**config.mk**
```make
export PLATFORM = sky130hd
export DESIGN_NAME = bitbrick_seq_mac
export DESIGN_NICKNAME = d
export VERILOG_FILES = /design/src/rtl/bitbrick_seq_mac_pkg.sv /design/src/rtl/bitbrick_mul.sv /design/src/rtl/bitbrick_seq_mac.sv
export SDC_FILE = /design/constraint.sdc
export NUM_CORES = 1
export LEC_CHECK = 0
export CORE_MARGIN = 1.5
export CORE_UTILIZATION = 35
export CTS_BUF_LIST = sky130_fd_sc_hd__clkbuf_4 sky130_fd_sc_hd__clkbuf_8 sky130_fd_sc_hd__clkbuf_16
export DETAILED_ROUTE_END_ITERATION = 8
export MAX_ROUTING_LAYER = met4
export PLACE_DENSITY = 0.53
export SETUP_SLACK_MARGIN = 0.2
export SLEW_MARGIN = 10
export SYNTH_ARGS = -nofsm -noshare
export SYNTH_HDL_FRONTEND = slang
export SYNTH_SLANG_ARGS = --single-unit
```
**constraint.sdc**
```tcl
create_clock -name clk -period 10.4 [get_ports clk]
set_input_delay 2.6 -clock clk [delete_from_list [all_inputs] [get_ports clk]]
set_output_delay 2.6 -clock clk [all_outputs]
set_load 0.005 [all_outputs]
```
**src/rtl/bitbrick_seq_mac_pkg.sv**
```systemverilog
// Shared types and brick widths for the sequential bit-brick multiply-accumulate.
package bitbrick_seq_mac_pkg;

    typedef enum logic [1:0] {
        ST_IDLE    = 2'd0,
        ST_COMPUTE = 2'd1,
        ST_DONE    = 2'd2
    } state_t;

    localparam int SLICE_W = 2;
    localparam int BRICK_W = 3;
    localparam int PROD_W  = 6;

endpackage

```
**src/rtl/bitbrick_mul.sv**
```systemverilog
// Combinational 3-bit x 3-bit signed brick multiplier producing a 6-bit signed product.
module bitbrick_mul
    import bitbrick_seq_mac_pkg::*;
(
    input  logic [BRICK_W-1:0] a,
    input  logic [BRICK_W-1:0] b,
    output logic [PROD_W-1:0]  prod
);

    logic signed [PROD_W-1:0] a_ext_s;
    logic signed [PROD_W-1:0] b_ext_s;

    // Sign-extend both bricks to the product width so the multiply is exact.
    always_comb begin
        a_ext_s = $signed({{(PROD_W-BRICK_W){a[BRICK_W-1]}}, a});
        b_ext_s = $signed({{(PROD_W-BRICK_W){b[BRICK_W-1]}}, b});
        prod    = a_ext_s * b_ext_s;
    end

endmodule

```
**src/rtl/bitbrick_seq_mac.sv**
```systemverilog
// Sequential bit-brick MAC: one 2-bit x 2-bit brick pair per cycle, shifted and
// accumulated into a wrapping ACC_W-bit result, with valid/ready handshakes.
module bitbrick_seq_mac
    import bitbrick_seq_mac_pkg::*;
#(
    parameter int MAX_BITS = 8,
    parameter int ACC_W    = 24,
    localparam int NB      = MAX_BITS / 2,
    localparam int PW      = (NB > 2) ? $clog2(NB) : 1
)
(
    input  logic                clk,
    input  logic                rst,
    input  logic                in_valid,
    output logic                in_ready,
    input  logic [MAX_BITS-1:0] x,
    input  logic [MAX_BITS-1:0] y,
    input  logic                sign_x,
    input  logic                sign_y,
    input  logic [PW-1:0]       prec_x,
    input  logic [PW-1:0]       prec_y,
    input  logic                acc_en,
    output logic                out_valid,
    input  logic                out_ready,
    output logic [ACC_W-1:0]    p
);

    localparam logic [PW:0]   NB_EXT   = (PW+1)'(NB);
    localparam logic [PW-1:0] LAST_IDX = PW'(NB - 1);

    function automatic logic [PW-1:0] clamp_prec(input logic [PW-1:0] prec);
        logic [PW-1:0] res;
        if ({1'b0, prec} >= NB_EXT) begin
            res = LAST_IDX;
        end else begin
            res = prec;
        end
        return res;
    endfunction

    state_t              state_q, state_d;
    logic [MAX_BITS-1:0] x_q, x_d, y_q, y_d;
    logic                sx_q, sx_d, sy_q, sy_d;
    logic [PW-1:0]       xl_q, xl_d, yl_q, yl_d;
    logic [PW-1:0]       i_q, i_d, j_q, j_d;
    logic                fin_q, fin_d;
    logic [ACC_W-1:0]    acc_q, acc_d, p_q, p_d;
    logic                in_ready_q, in_ready_d, out_valid_q, out_valid_d;

    logic [SLICE_W-1:0]  x_slice_s, y_slice_s;
    logic [BRICK_W-1:0]  x_brick_s, y_brick_s;
    logic [PROD_W-1:0]   prod_s;
    logic [ACC_W-1:0]    prod_ext_s, term_s;
    logic [PW:0]         sh_s;

    // Form the current brick pair; only the top brick of a signed operand carries the sign.
    always_comb begin
        x_slice_s  = x_q[{i_q, 1'b0} +: SLICE_W];
        y_slice_s  = y_q[{j_q, 1'b0} +: SLICE_W];
        x_brick_s  = {sx_q & x_slice_s[SLICE_W-1] & (i_q == xl_q), x_slice_s};
        y_brick_s  = {sy_q & y_slice_s[SLICE_W-1] & (j_q == yl_q), y_slice_s};
        prod_ext_s = {{(ACC_W-PROD_W){prod_s[PROD_W-1]}}, prod_s};
        sh_s       = {1'b0, i_q} + {1'b0, j_q};
        term_s     = prod_ext_s << {sh_s, 1'b0};
    end

    bitbrick_mul u_mul (
        .a    (x_brick_s),
        .b    (y_brick_s),
        .prod (prod_s)
    );

    // Next-state logic: capture on accept, one brick per COMPUTE cycle, then publish.
    always_comb begin
        state_d = state_q;
        x_d     = x_q;
        y_d     = y_q;
        sx_d    = sx_q;
        sy_d    = sy_q;
        xl_d    = xl_q;
        yl_d    = yl_q;
        i_d     = i_q;
        j_d     = j_q;
        fin_d   = fin_q;
        acc_d   = acc_q;
        p_d     = p_q;
        case (state_q)
            ST_IDLE: begin
                if (in_valid && in_ready_q) begin
                    x_d     = x;
                    y_d     = y;
                    sx_d    = sign_x;
                    sy_d    = sign_y;
                    xl_d    = clamp_prec(prec_x);
                    yl_d    = clamp_prec(prec_y);
                    i_d     = '0;
                    j_d     = '0;
                    fin_d   = 1'b0;
                    acc_d   = acc_en ? p_q : '0;
                    state_d = ST_COMPUTE;
                end else begin
                    state_d = ST_IDLE;
                end
            end
            ST_COMPUTE: begin
                // The cycle after the final brick only moves the sum to the output.
                if (fin_q) begin
                    p_d     = acc_q;
                    fin_d   = 1'b0;
                    state_d = ST_DONE;
                end else begin
                    acc_d = acc_q + term_s;
                    if (j_q == yl_q) begin
                        j_d = '0;
                        if (i_q == xl_q) begin
                            i_d   = '0;
                            fin_d = 1'b1;
                        end else begin
                            i_d = i_q + PW'(1);
                        end
                    end else begin
                        j_d = j_q + PW'(1);
                    end
                end
            end
            ST_DONE: begin
                if (out_ready) begin
                    state_d = ST_IDLE;
                end else begin
                    state_d = ST_DONE;
                end
            end
            default: begin
                state_d = ST_IDLE;
            end
        endcase
        in_ready_d  = (state_d == ST_IDLE);
        out_valid_d = (state_d == ST_DONE);
    end

    // State and datapath registers with synchronous reset.
    always_ff @(posedge clk) begin
        if (rst) begin
            state_q     <= ST_IDLE;
            x_q         <= '0;
            y_q         <= '0;
            sx_q        <= 1'b0;
            sy_q        <= 1'b0;
            xl_q        <= '0;
            yl_q        <= '0;
            i_q         <= '0;
            j_q         <= '0;
            fin_q       <= 1'b0;
            acc_q       <= '0;
            p_q         <= '0;
            in_ready_q  <= 1'b1;
            out_valid_q <= 1'b0;
        end else begin
            state_q     <= state_d;
            x_q         <= x_d;
            y_q         <= y_d;
            sx_q        <= sx_d;
            sy_q        <= sy_d;
            xl_q        <= xl_d;
            yl_q        <= yl_d;
            i_q         <= i_d;
            j_q         <= j_d;
            fin_q       <= fin_d;
            acc_q       <= acc_d;
            p_q         <= p_d;
            in_ready_q  <= in_ready_d;
            out_valid_q <= out_valid_d;
        end
    end

    assign in_ready  = in_ready_q;
    assign out_valid = out_valid_q;
    assign p         = p_q;

endmodule

```
# Word-level counts from Yosys, hierarchy flattened
# Cells that the tools add are included.
# totals
reg_bits	79
inputBits	27
out_inout_bits	26
# op_classes
n_addsub	4
n_mul	1
eq_ne	8
shift	3
mux	21
bitwise	4
reduce_logical	9
# op_table
cell	n
$mux 24	3
$pmux 24 s2	1
$add 24x24->24	1
$shl 24x4->24	1
$mux 2	8
$shiftx 8x4->2	2
$pmux 2 s2	2
$mul 3x3->6	1
$ne 2x2->1 const B	3
$pmux 2 s3	1
$reduce_and 2->1	3
$mux 1	5
$add 2x1->2 const B	2
$and 1x1->1	4
$eq 2x2->1	2
$eq 2x2->1 const B	2
$logic_not 2->1	2
$reduce_and 4->1	1
$add 2x2->3	1
$reduce_and 3->1	1
$eq 2x1->1 const B	1
$pmux 1 s2	1
$reduce_bool 2->1	1
$logic_and 1x1->1	1

# Logic depth before layout (Yosys ltp)
# Gate-level depths: netlist of the first run.
# logic_depth
word_depth	8
mapped_depth	25

# Hierarchy
# From an unflattened synthesis of the first run, not the netlist that was laid out.
# hier_totals
hier_cells	643
hier_area_um2	4958.5
# modules_own_cells
mod	instances	cells_each	area_per_inst_um2	seq_area_each_um2
bitbrick_seq_mac	1	616	4719.5	1581.5
bitbrick_mul	1	27	239.0	0.0

# Worst setup path before layout of the first run
# Ideal clock, no wire load.
# synth_timing
path_kind	flip-flop to flip-flop
from	reg i_q[0]
to	reg acc_q[22]
setup_time_ps	96
arrival_ps	5733
t_required_ps	10304
slack_ps	4571
path_stages_with_launch	24
period_less_slack_ps	5829
cell_sequence	dfxtp_1 > clkbuf_1 > mux4_2 > and2_1 > nand3_1 > inv_1 > fa_1 > ha_1 > ha_1 > fa_1 > xnor2_1 > xor2_2 > nor2_1 > a31oi_1 > o22ai_1 > ha_1 > a21oi_1 > o21ai_0 > or3_1 > o211ai_1 > a21oi_1 > a31oi_1 > mux2_2 > o41ai_2
# synth_via
elab_chain_cells	8
# synth_lines
element	line	text
start: declaration	bitbrick_seq_mac.sv:45	logic [PW-1:0] i_q, i_d, j_q, j_d;
start signal: assignment	bitbrick_seq_mac.sv:166	i_q <= i_d;
$shiftx 8x4->2	bitbrick_seq_mac.sv:58	x_slice_s = x_q[{i_q, 1'b0} +: SLICE_W];
$and 1x1->1 (2 in a row)	bitbrick_seq_mac.sv:60	x_brick_s = {sx_q & x_slice_s[SLICE_W-1] & (i_q == xl_q), x_slice_s};
$mul 3x3->6	bitbrick_mul.sv:17	prod = a_ext_s * b_ext_s;
$shl 24x4->24 (*)	bitbrick_seq_mac.sv:64	term_s = prod_ext_s << {sh_s, 1'b0};
$add 24x24->24 (*)	bitbrick_seq_mac.sv:112	acc_d = acc_q + term_s;
$mux 24 (*)	bitbrick_seq_mac.sv:107	if (fin_q) begin
$pmux 24 s2 (*)	bitbrick_seq_mac.sv:87	case (state_q)
end signal: assignment	bitbrick_seq_mac.sv:154	acc_q <= '0;
end signal: assignment	bitbrick_seq_mac.sv:169	acc_q <= acc_d;
end: declaration	bitbrick_seq_mac.sv:47	logic [ACC_W-1:0] acc_q, acc_d, p_q, p_d;
# Every way passes the cells marked *; elsewhere a longest branch is shown, timed or not. The select of a mux whose other input is x is not followed.
# A chain may end at the register's enable or synchronous reset.

# Final worst setup path of the first run
# Same ends and word-level chain as after synthesis.

==> results of run 1 <==
worst paths after layout:
check	to	cells after the start
max reg2reg	acc_q[22]	22
min	y_q[1]	2
max	acc_q[22]	22
min reg2reg	y_q[1]	2
cells by family after synthesis:
group	Yosys count	share of synthesized area, %
buffers and inverters	55	4.64
AOI/OAI and AO/OA	185	23.2
adders and majority gates	35	9.74
DFF	79	31.9
muxes	9	2.88
and+or+nand+nor	262	23.4
xor gates and xnor gates	23	4.21
through the flow:
stage,worst slack [ns],utilization [%],std cells
6_report,4.00,42.2,861
5_1_grt,3.56,42.2,861
4_1_cts,3.93,42.1,861
3_3_place_gp,4.10,40.1,845
2_1_floorplan,4.57,-,648
3_5_place_dp,3.97,40.1,845
area by class of cell:
cell class / instances / area (um2) / share of cell area (%)
clock buffers: 10 / 233 / 3.98
clock inverters: 6 / 45.0 / 0.769
inverters: 16 / 60.1 / 1.03
multi-input cells: 514 / 3160 / 54.0
flip-flops and latches: 79 / 1580 / 27.0
well taps: 180 / 225 / 3.85
repair buffers: 56 / 546 / 9.32
registers in the layout, indices dropped and copies added, names as in the netlist, 2 cells and up:
signal	cells
i_q	2
acc_q	24
xl_q	2
j_q	2
p	24
y_q	8
state_q	2
x_q	8
yl_q	2
cell usage in the layout, fill, tap and decap left out, types with 6 or more instances in the layout:
| master | netlist | routed |
|---|---|---|
| fa_1 | 6 | 6 |
| clkbuf_16 | 0 | 9 |
| o21ai_0 | 16 | 16 |
| o21a_1 | 6 | 6 |
| ha_1 | 29 | 29 |
| a31oi_1 | 13 | 13 |
| and2_1 | 6 | 6 |
| xor2_1 | 9 | 9 |
| a21o_1 | 7 | 7 |
| a21oi_1 | 90 | 89 |
| nand3_1 | 19 | 19 |
| nor3_1 | 23 | 22 |
| a311oi_1 | 6 | 6 |
| nand2_1 | 136 | 136 |
| a211oi_1 | 10 | 10 |
| xnor2_1 | 13 | 13 |
| clkdlybuf4s50_1 | 0 | 51 |
| inv_1 | 15 | 15 |
| dfxtp_1 | 79 | 79 |
| nor2_1 | 46 | 46 |
| a221oi_1 | 7 | 7 |
critical path: cells and delay by family (launching register included):
| kind | cells | cell delay (ns) |
|---|---|---|
| buffers and inverters | 1 | 0.10 |
| AO/OA/AOI/OAI | 8 | 1.58 |
| AND/OR/NAND/NOR | 4 | 0.78 |
| XOR/XNOR | 2 | 0.60 |
| adder cells (fa/ha/maj) | 5 | 1.78 |
| flip-flops | 1 | 0.52 |
| multiplexers | 2 | 0.95 |
layer usage:
layer | vias up | part of all wire [%]
li1 | 2353 | -
met1 | 2148 | 47
met2 | 79 | 47
met3 | 23 | 3.2
met4 | 0 | 2.3
met5 | - | 0
power by group through the flow:
| stage | logic, mW | clock network, mW | registers (mW) |
|---|---|---|---|
| floorplan | 0.146 | 0 | 0.344 |
| global placement | 0.191 | 0 | 0.352 |
| detailed placement | 0.194 | 0 | 0.353 |
| CTS | 0.195 | 0.312 | 0.346 |
| global route | 0.218 | 0.323 | 0.349 |
| finish | 0.194 | 0.303 | 0.346 |
==> impl_metrics.json, run 1 <==
{
  "outcome": "complete, no violations",
  "synth_area_um2": 4960,
  "synth_top_area_cell": "dfxtp_1",
  "globalplace.congestion": 0.846,
  "p_sw_share_pct": 33.0,
  "cts_tree": "done",
  "nNetsFinal": 738,
  "io_pins": 53,
  "grt_max_degree": 80,
  "crit_path_start": "i_q[0]",
  "core.rowCount": 43,
  "grt_pass1_vias": 4260,
  "globalRouteTotalUtil_pct": 20.0,
  "dieArea_um2": 14900,
  "synth_edf_count": 0,
  "avgSynthCellArea_um2": 7.66,
  "post_cts_resized": 0,
  "grt_use_met3_pct": 3.23,
  "yosysUniqueCellTypes": 59,
  "rr_startpoint": "i_q[0]",
  "min_period_ns": 6.40,
  "p_clk_share_pct": 35.9,
  "dp_hpwl_um": 9950,
  "portBuffers": 52,
  "crit_slowest_cell": "mux4_2",
  "fillCellCount": 1468,
  "total_power_uw": 843,
  "synthFlopType": "dfxtp_1",
  "synthTopCellsByArea": "dfxtp_1, nand2_1, a21oi_1",
  "synth_async_sr_flop_share_pct": 0,
  "stdcell_area_um2": 5850,
  "clock_path_buffers": 2,
  "cp_max_fo": 8,
  "ys_ff_latch": 79,
  "die_w_um": 122,
  "ir_drop_uv": 96.5,
  "criticalPathCategory": "flop to flop",
  "fmax_mhz": 156,
  "antenna_found_initial": 0,
  "p_per_area_nw_per_um2": 144,
  "r2r_slack_ns": 4.00,
  "final.setup.tns_ns": 0,
  "synth_top_area_share_pct": 31.9,
  "end_kind": "flop",
  "htree_levels": 3,
  "finalHoldViolations": 0,
  "p_leak_nw": 2.24,
  "ys_warn_count": 0,
  "timing.hold.ws_ns": 0.454,
  "place_area_um2": 5570,
  "drv_cap": 0,
  "grt_use_met1_pct": 25.8,
  "seqPwrFrac_pct": 41.1,
  "fin_crit_sh_pct": 61.6,
  "avgRoutedWirePerCell_um": 16.0,
  "drc": 0,
  "synth_nets": 710,
  "drv_slew": 0,
  "grt_overflow": 0,
  "crit_path_start_kind": "flop",
  "synth_seq_area_share_pct": 31.9,
  "cts.sinks": 79,
  "crit_chain": "mux4_2 > and2_1 > nand3_1 > inv_1 > fa_1 > ha_1 > ha_1 > fa_1 > xnor2_1 > xor2_2 > nor2_1 > a31oi_1 > o22ai_1 > ha_1 > a21oi_1 > o21ai_0 > or3_1 > o211ai_1 > a21oi_1 > a31oi_1 > mux2_2 > o41ai_2",
  "clkLatencyLatePin_ns": 0.36,
  "hp-start": "y_q[1]",
  "drtAntennaViolNets": 0,
  "vias": 4603,
  "synthTopCellsByCount": "nand2_1, a21oi_1, dfxtp_1",
  "grt_pass1_wl_um": 22200,
  "worstPathArrival_ns": 6.66,
  "die_y_um": 122,
  "tightest_slew_ns": 1.06,
  "antenna_cells": 0,
  "clk_pin_slew_ns": 0.07,
  "drt_iter0_drc": 274,
  "cp_common_cell": "ha_1",
  "cp_data_required_time_ns": 10.66,
  "max-slew-margin-rel_pct": 28.9,
  "yosysMostFrequentCell": "nand2_1",
  "area_growth_syn_to_layout_pct": 18.0,
  "use_met2_pct": 31.1,
  "hold_class": "flop to flop",
  "vias_per_cell": 5.35,
  "start_util_pct": 35.7,
  "dr.pass1.iters": 5,
  "ctsHoldBuffers": 0,
  "busiest_layer": "met2",
  "finalWirelength_um": 13800,
  "power_switching_uw": 278,
  "netlist_instances": 648,
  "setup_viol": 0,
  "core_um2": 13900,
  "numCtsBuffers": 9,
  "clockRootBuffer": "clkbuf_16",
  "finalClockSkew_ns": 0.00896,
  "cts_setup_buffers": 0,
  "grt_setup_unrepaired": "false",
  "internal_power_uw": 565,
  "critPathMaxStageDelay_ns": 0.58,
  "final_layout_size_suffix_gt1_share_pct": 6.61,
  "pwr-share-comb_pct": 23.0
}
Power figures use the tool's default switching activity.
==> inputs of run 2 (changes only) <==
==> constraint.sdc (replaced) <==
create_clock -name clk -period 6.7 [get_ports clk]
set_input_delay 1.675 -clock clk [delete_from_list [all_inputs] [get_ports clk]]
set_output_delay 1.675 -clock clk [all_outputs]
set_load 0.005 [all_outputs]
==> impl_metrics.json, run 2 (same netlist as run 1, synthesis figures left out) <==
{
  "drv_cap": 0,
  "cp_num_buf_inv": 2,
  "grt_max_degree": 80,
  "crit_path_start": "i_q[0]",
  "drt_iter0_drc": 277,
  "vias_per_cell": 5.31,
  "dr.pass1.iters": 5,
  "core.rowCount": 43,
  "die_w_um": 122,
  "p_per_area_nw_per_um2": 234,
  "fin_crit_sh_pct": 93.4,
  "globalplace.congestion": 0.845,
  "globalRouteTotalUtil_pct": 20.0,
  "p_clk_share_pct": 39.7,
  "area_growth_syn_to_layout_pct": 19.8,
  "cp_max_fo": 11,
  "cts_tree": "done",
  "cp_data_required_time_ns": 6.95,
  "timing.hold.ws_ns": 0.458,
  "reg2reg_depth": 22,
  "rr_startpoint": "i_q[0]",
  "clkLatencyLatePin_ns": 0.35,
  "seqCellArea_um2": 1580,
  "io_pins": 53,
  "power_switching_uw": 432,
  "p_leak_nw": 2.26,
  "total_power_mw": 1.39,
  "r2r_slack_ns": 0.44,
  "numCtsBuffers": 9,
  "ir_drop_uv": 110,
  "path_delay_family": "adder cells",
  "final_layout_size_suffix_gt1_share_pct": 7.75,
  "worstPathArrival_ns": 6.51,
  "pwr-share-comb_pct": 21.7,
  "stdcell_area_um2": 5950,
  "hold_class": "flop to flop",
  "setup_viol": 0,
  "cts.sinks": 79,
  "drc": 0,
  "drtAntennaViolNets": 0,
  "tightest_slew_ns": 1.08,
  "crit_path_end": "acc_q[22]",
  "max-slew-margin-rel_pct": 28.2,
  "grt_setup_unrepaired": "true",
  "final.setup.tns_ns": 0,
  "cp_common_cell": "ha_1",
  "crit_path_start_kind": "flop",
  "clockRootBuffer": "clkbuf_16",
  "place_area_um2": 5570,
  "grt_pass1_vias": 4304,
  "crit_slowest_cell": "mux4_2",
  "clk_pin_slew_ns": 0.06,
  "grt_overflow": 0,
  "clock_path_buffers": 2,
  "die_y_um": 122,
  "core_um2": 13900,
  "final_common_cell": "nand2_1",
  "dp_hpwl_um": 9980,
  "avgRoutedWirePerCell_um": 16.0,
  "crit_chain": "mux4_2 > and2_1 > nand3_1 > inv_1 > fa_1 > ha_1 > ha_1 > fa_1 > xnor2_1 > xor2_2 > inv_2 > nor2_1 > a211oi_2 > ha_1 > a21oi_1 > o21ai_0 > or3_1 > o211ai_1 > a21oi_1 > a31oi_1 > mux2_2 > o41ai_2",
  "internal_power_uw": 960,
  "finalClockSkew_ns": 0.00581,
  "p_sw_share_pct": 31.0,
  "htree_levels": 3,
  "grt_pass1_wl_um": 22500,
  "finalHoldViolations": 0,
  "min_period_ns": 6.26,
  "end_kind": "flop",
  "crit_cells": 22,
  "nNetsFinal": 741,
  "final_cell_mix": "nand2_1, a21oi_1, dfxtp_1",
  "vias": 4591,
  "fillCellCount": 1436,
  "antenna_cells": 0,
  "finalWirelength_um": 13800,
  "seqPwrFrac_pct": 38.6,
  "drv_slew": 0,
  "dieArea_um2": 14900,
  "multi_input_area_um2": 3180,
  "antenna_found_initial": 0,
  "outcome": "complete, no violations",
  "r2r_end": "acc_q[22]",
  "fmax_mhz": 160,
  "critPathMaxStageDelay_ns": 0.56,
  "start_util_pct": 35.7,
  "criticalPathCategory": "flop to flop",
  "portBuffers": 52
}
run 2: cell count changes in the layout (fill, tap and decap cells not counted), moves of 2 or more:
cell        previous run  this run
buf_4                  4         7
dfxtp_1               79        77
dfxtp_2                0         2
clkinvlp_4             0         2
clkinv_2               2         0
bufinv_16              0         2
run 2: worst min-delay path: stages, from the launching register on:
cell and delay (ns):
dfxtp_1 0.31, nand2_1 0.05, a21oi_1 0.05
run 2: worst min path at each step:
stage / slack (ns) / start / depth (start not counted) / endpoint
floorplan: 0.43 / x_q[4] / 2 / x_q[4]
global placement: 0.45 / y_q[3] / 2 / y_q[3]
detailed placement: 0.45 / y_q[3] / 2 / y_q[3]
CTS: 0.46 / y_q[3] / 2 / y_q[3]
global route: 0.48 / y_q[2] / 2 / y_q[2]
finish: 0.46 / y_q[1] / 2 / y_q[1]
run 2: what timing repair did:
item | CTS | global route
setup buffers | 0 | 3
setup endpoints to repair | 1 | 6
pin swaps | 0 | 1
hold buffers | 0 | 0
gates resized for setup | 1 | 5
hold endpoints to repair | 0 | 0
run 2: cell type report:
type,instances,share of cell area (%)
well taps,180,3.79
clock inverters,6,1.56
repair buffers,59,9.55
clock buffers,10,4.02
inverters,16,1.01
multi-input cells,514,53.4
flip-flops and latches,79,26.6
run 2: power by group through the flow:
| stage | Clock, mW | Sequential [mW] | Combinational, mW |
|---|---|---|---|
| detailed placement | 0 | 0.548 | 0.302 |
| floorplan | 0 | 0.534 | 0.227 |
| CTS | 0.565 | 0.537 | 0.303 |
| global placement | 0 | 0.547 | 0.296 |
| global route | 0.581 | 0.542 | 0.341 |
| finish | 0.552 | 0.537 | 0.302 |
run 2: routing by layer:
metal	share of wire, %	GRT usage [%]	vias to the layer above
li1	-	-	2360
met1	48	26.0	2158
met2	48	32.1	60
met3	2.4	2.53	13
met4	1.7	7.05	0
met5	0	-	-
run 2: metrics by stage:
stage          worst slack [ns]  std cells  util, %
2_1_floorplan             0.871        648        -
3_3_place_gp              0.403        845     40.1
3_5_place_dp              0.214        845     40.1
4_1_cts                   0.208        861     42.5
5_1_grt                   0.165        864     42.8
6_report                  0.442        864     42.8
